[src/rtl/shift_sequencer.sv]
// -----------------------------------------------------------------------------
// shift_sequencer
//
// Multi-cycle controller for an external single-bit shifter. The shifter has
// ports in[WIDTH-1:0], shift[1:0] and sout[WIDTH-1:0]. This block performs a
// shift of 0..2**CNT_W-1 positions. It does this by loading the shifter result
// back into an accumulator once per cycle, `amount` times. The shifter itself
// lives outside this block; here we only sequence it.
//
// Ports
//   clk       in   1       rising-edge clock
//   reset_n   in   1       asynchronous reset, active-low
//   start     in   1       request; sampled only while idle
//   op        in   2       00 none, 01 LSL, 10 LSR, 11 ASR (shifter encoding)
//   amount    in   CNT_W   number of 1-bit shift steps
//   din       in   WIDTH   operand; captured when start is accepted
//   busy      out  1       high in every state except IDLE
//   done      out  1       one-cycle pulse when dout holds a fresh result
//   dout      out  WIDTH   result; holds until the next completion
//   sh_in     out  WIDTH   drives shifter .in (the accumulator)
//   sh_shift  out  2       drives shifter .shift
//   sh_sout   in   WIDTH   shifter .sout (combinational return path)
// -----------------------------------------------------------------------------
module shift_sequencer #(
  parameter int WIDTH = 16,
  parameter int CNT_W = 4
) (
  input  logic             clk,
  input  logic             reset_n,
  input  logic             start,
  input  logic [1:0]       op,
  input  logic [CNT_W-1:0] amount,
  input  logic [WIDTH-1:0] din,
  output logic             busy,
  output logic             done,
  output logic [WIDTH-1:0] dout,
  output logic [WIDTH-1:0] sh_in,
  output logic [1:0]       sh_shift,
  input  logic [WIDTH-1:0] sh_sout
);

  typedef enum logic [1:0] {
    IDLE  = 2'd0,
    SHIFT = 2'd1,
    DONE  = 2'd2
  } state_t;

  localparam logic [1:0]       OP_NONE = 2'b00;
  localparam logic [CNT_W-1:0] CNT_ONE = CNT_W'(1);

  state_t           state;
  logic [WIDTH-1:0] acc;
  logic [CNT_W-1:0] cnt;
  logic [1:0]       op_r;

  // The accumulator always feeds the shifter. The shift code is only
  // presented while stepping, so the shifter passes data through otherwise.
  assign sh_in    = acc;
  assign sh_shift = (state == SHIFT) ? op_r : OP_NONE;

  // NOTE: every register in this process uses non-blocking assignment.
  // Each branch can then read the pre-edge value of state/cnt/acc,
  // whatever order the statements appear in.
  always_ff @(posedge clk or negedge reset_n) begin
    if (!reset_n) begin
      state <= IDLE;
      acc   <= '0;
      cnt   <= '0;
      op_r  <= OP_NONE;
      dout  <= '0;
      done  <= 1'b0;
      busy  <= 1'b0;
    end else begin
      // done is a single-cycle pulse. It is only set on the edge that
      // enters DONE.
      done <= 1'b0;

      case (state)
        IDLE: begin
          if (start) begin
            acc  <= din;
            cnt  <= amount;
            op_r <= op;
            busy <= 1'b1;
            // Nothing to shift: the operand is already the result.
            if (amount == '0 || op == OP_NONE) begin
              state <= DONE;
              dout  <= din;
              done  <= 1'b1;
            end else begin
              state <= SHIFT;
            end
          end
        end

        SHIFT: begin
          acc <= sh_sout;
          cnt <= cnt - CNT_ONE;
          // On the last step, sh_sout is the final accumulator value.
          // Capture it directly so dout is valid in the same cycle as done.
          if (cnt == CNT_ONE) begin
            state <= DONE;
            dout  <= sh_sout;
            done  <= 1'b1;
          end
        end

        DONE: begin
          state <= IDLE;
          busy  <= 1'b0;
        end

        default: begin
          state <= IDLE;
          busy  <= 1'b0;
        end
      endcase
    end
  end

endmodule

[config.mk]
export PLATFORM = sky130hd
export DESIGN_NAME = shift_sequencer
export DESIGN_NICKNAME = d
export VERILOG_FILES = /design/src/rtl/shift_sequencer.sv
export SDC_FILE = /design/constraint.sdc
export NUM_CORES = 1
export LEC_CHECK = 0
export ABC_AREA = 1
export ABC_CLOCK_PERIOD_IN_PS = 2410
export CAP_MARGIN = 25
export CORE_MARGIN = 3
export CORE_UTILIZATION = 47
export DETAILED_ROUTE_END_ITERATION = 10
export PLACE_DENSITY_LB_ADDON = 0.05
export REMOVE_ABC_BUFFERS = 1
export SYNTH_ARGS = -nofsm -noshare
export SYNTH_HDL_FRONTEND = slang
export SYNTH_SLANG_ARGS = --single-unit
export TNS_END_PERCENT = 10
[constraint.sdc]
create_clock -name clk -period 2.41 [get_ports clk]
set_input_delay 0.241 -clock clk [delete_from_list [all_inputs] [get_ports clk]]
set_output_delay 0.241 -clock clk [all_outputs]
set_load 0.02 [all_outputs]
== Word-level counts from Yosys, hierarchy flattened ==
Index checks and enable logic that the tools add are counted.
Cells by class
  $add $sub $neg: 1
  equality and inequality tests: 5
  multiplexer cells: 19
  bitwise logic cells: 1
  reductions and logical operators: 10
Operators by type and width (count)
  16-bit 2-to-1 mux: 4
  16-bit one-hot mux with 2 select lines: 2
  2-bit 2-to-1 mux: 4
  4-bit one-hot mux with 2 select lines: 1
  2-bit AND reduction: 4
  4-bit by 1-bit == test with 1-bit output, second input constant: 1
  2-bit zero test: 2
  4-bit zero test: 1
  1-bit 2-to-1 mux: 4
  4-bit 2-to-1 mux: 1
  2-bit inequality test, second input constant: 2
  1-bit one-hot mux with 2 select lines: 2
  2-bit one-hot mux with 2 select lines: 1
  4-bit AND reduction: 1
  4-bit by 1-bit subtractor with 4-bit output, second input constant: 1
  2-bit by 1-bit == test with 1-bit output, second input constant: 1
  2-bit by 1-bit inequality test with 1-bit output, second input constant: 1
  2-bit nonzero test: 1
  1-bit logical OR: 1
  1-bit NOT: 1
Word-level totals
  flip-flop bits (word level): 42
  bits of input ports: 41
  output and inout port bits: 36
  logic and storage cells: 43

== Longest topological paths before layout ==
  word-level depth: 5
  mapped depth: 8
  mapped depth without buffers: 7

== Least setup slack after synthesis ==
No wires, ideal clock.
  path kind: register to output
  start point: register state[1]
  end point: output sh_shift[0]
  data arrival time: 1024 ps
  required time: 2169 ps
  slack: 1145 ps
  stages on the path, launching flop included: 5
  buffers on the path: 1
  cells stage by stage: dfrtp_1 inv_2 nand2_2 buf_2 nor2_1
Between the ends
  word-level cells in the longest chain between the ends: 2
RTL lines
  from (decl): RTL line 51  | state_t state;
  from (signal assigned): RTL line 66  | state <= IDLE;
  from (signal assigned): RTL line 87  | state <= DONE;
  from (signal assigned): RTL line 91  | state <= SHIFT;
  2-bit by 1-bit == test with 1-bit output: RTL line 59  | assign sh_shift = (state == SHIFT) ? op_r : OP_NONE;
  2-bit 2-to-1 mux: RTL line 59
  to (decl): RTL line 38  | output logic [1:0] sh_shift,
No other way between the ends.

== Worst setup path after layout ==
Same ends and word-level chain as after synthesis.

==> qor.yml <==
cts:
  clk_latency_ns: 0.29
  cts_tree: "yes"
  htreeDepth: 2
  cts_buffer_depth: 2
  clockRootBuffer: "clkbuf_8"
  cts_buffers: 5
  clkTransAtPathRegs_ns: 0.08
  cts_repair_resize_count: 0
  postCtsSetupBuffers: 0
  clock_sinks: 42
synth:
  synthFlopType: "dfrtp_1"
  synth_top_area_cell: "dfrtp_1"
  post_synth_main_area_contributors: "dfrtp_1, nand2_1, nand3_1"
  synth_edf_count: 0
  yosysUniqueCellTypes: 17
  yosysWarnings: 0
  synth_seq_cells: 42
  avgSynthCellArea_um2: 7.73
  netlist_area_mm2: 0.00202
  yosysMostFrequentCell: "nand2_1"
  synth_common_cells: "nand2_1, dfrtp_1, nand3_1"
  synthArstFlopShare_pct: 100
  synth_seq_area_share_pct: 52.1
  synth_cells: 261
  yosysTopAreaCellShare_pct: 52.1
routing:
  viasPerCell: 4.89
  wl_per_cell_um: 13.1
  drc: 0
  via_count: 1904
  dr.pass1.iters: 4
  drt_iter0_markers: 138
  drtAntennaViolNets: 0
  wl_mm: 5.09
global_route:
  grt_pass1_vias: 1892
  grtUsageTotal_pct: 21.6
  overflow: 0
  grt_max_degree: 43
  antenna_found_initial: 0
  grt_pass1_wl_mm: 8.62
place:
  portBuffers: 76
  globalplace.congestion: 0.771
  post-dp-hpwl_mm: 3.51
  dp.cells: 379
die:
  io_pins: 77
  dieArea_mm2: 0.00512
  core_mm2: 0.00406
  die_y_um: 71.5
  start_util_pct: 49.7
  fp-row-count: 23
  die_w_um: 71.5
critical_path:
  cp_max_fo: 9
  cpPeakStageDelay_ns: 0.61
  r2r_cells: 6
  cp-end-kind: "output port"
  cp_data_arrival_time_ns: 1.71
  cp.required_ns: 2.17
  reg2reg_to: "state[0]"
  worstSetupStartpointType: "flop"
  cpMaxStageDelayCell: "clkdlybuf4s50_1"
  crit_chain: "inv_2 > nand2_2 > nor2_1 > clkdlybuf4s50_1"
  r2r_setup_slack_ns: 0.69
  crit_type: "reg2out"
  r2r_start: "state[1]"
timing:
  setup_viol_count_final: 0
  tightest_slew_ns: 0.726
  slew_headroom_pct: 51.4
  rsz0062_at_grt: "no"
  min_period_ns: 1.95
  clock_skew_ns: 0.00121
  finalCritPeriodShare_pct: 80.9
  setup_tns_ns: 0
  max_freq_ghz: 0.513
  finalHoldViolations: 0
  slew_viol_final: 0
power:
  powerDensity_mw_per_mm2: 1400
  vdd_drop_max_uv: 687
  p_leak_nw: 1.50
min_path:
  hp-class: "in2async"
final_layout:
  drive_gt1_share_pct: 6.78
  n_antenna_cell: 0
  syn_to_final_growth_pct: 45.1
  final_nets: 381
  layout.cells.non_filler: 389
  fillers: 354
outcome:
  outcome: "finished clean"
run:
  maxCapViolations: 0
## what timing repair did
action | CTS | global route
hold buffers | 0 | 1
hold endpoints to repair | 0 | 42
endpoints found under the setup margin | 0 | 0
## where the power goes
part | switching [W] | total (W) | internal (W)
Combinational | 0.00136 | 0.00231 | 0.000951
Sequential | 0.000202 | 0.00126 | 0.00106
Clock | 0.000242 | 0.000532 | 0.000289
## kinds of logic (layout without fill, tap and decap cells)
kind of cell / count (synthesis) / after routing / share of synthesized area, %
AO/OA/AOI/OAI: 7 / 7 / 1.74
adder cells (fa/ha/maj): 2 / 2 / 1.24
buffers and inverters: 22 / 100 / 5.58
flip-flops: 42 / 42 / 52.1
AND/OR/NAND/NOR: 188 / 188 / 39.4
## cells in the final DEF, fill, tap and decap left out, drive strengths merged
cell type        n
inv             11
clkbuf           8
or2              1
nor2             7
clkdlybuf4s50   75
dlygate4sd3      1
dfrtp           42
nand2          141
o21ai            7
buf              5
nand3           39
ha               2
## worst max-delay path, delay by kind of cell (launching register included)
family,cells,cell delay (ns)
and+or+nand+nor,2,0.27
buffers and inverters,2,0.72
DFF,1,0.42
## worst max-delay path by stage
| stage | startpoint | cells past startpoint | slack (ns) | endpoint |
|---|---|---|---|---|
| detailed placement | amount[0] | 6 | 0.52 | dout[14] |
| floorplan | state[1] | 6 | 0.81 | cnt[2] |
| CTS | state[1] | 4 | 0.45 | sh_shift[0] |
| global placement | amount[1] | 6 | 0.55 | dout[3] |
| global route | state[1] | 4 | 0.35 | sh_shift[0] |
| finish | state[1] | 4 | 0.46 | sh_shift[0] |
## flip-flops by register name, summed over array words and instances (netlist names)
name,count
done,1
op_r,2
dout,16
sh_in,16
busy,1
cnt,4
state,2
## cell type report
class | count | area [µm²] | area share (%)
Inverter | 11 | 41.3 | 1.41
Multi-Input combinational cell | 197 | 855 | 29.2
Sequential cell | 42 | 1050 | 35.9
Timing Repair Buffer | 81 | 808 | 27.6
Tap cell | 50 | 62.6 | 2.14
Clock buffer | 8 | 110 | 3.76
## through the flow
stage	hold slack (ns)	power, W	cell area [µm²]	worst slack (ns)	utilization (%)
final	0.268	0.00410	2930	0.460	72.2
after global routing	0.267	0.00445	2930	0.354	72.2
after CTS	0.121	0.00413	2900	0.448	71.4
after detailed placement	0.442	0.00359	2790	0.520	68.7
after global placement	0.436	0.00354	2790	0.546	68.7
after floorplan	-0.0546	0.00257	1950	0.812	-
## layer usage
metal	part of all wire (%)	GRT usage (%)
met3	10	6.45
met2	47	36.7
met4	1.2	8.14
met1	42	25.8
met5	0	0
Power figures use the tool's default switching activity.
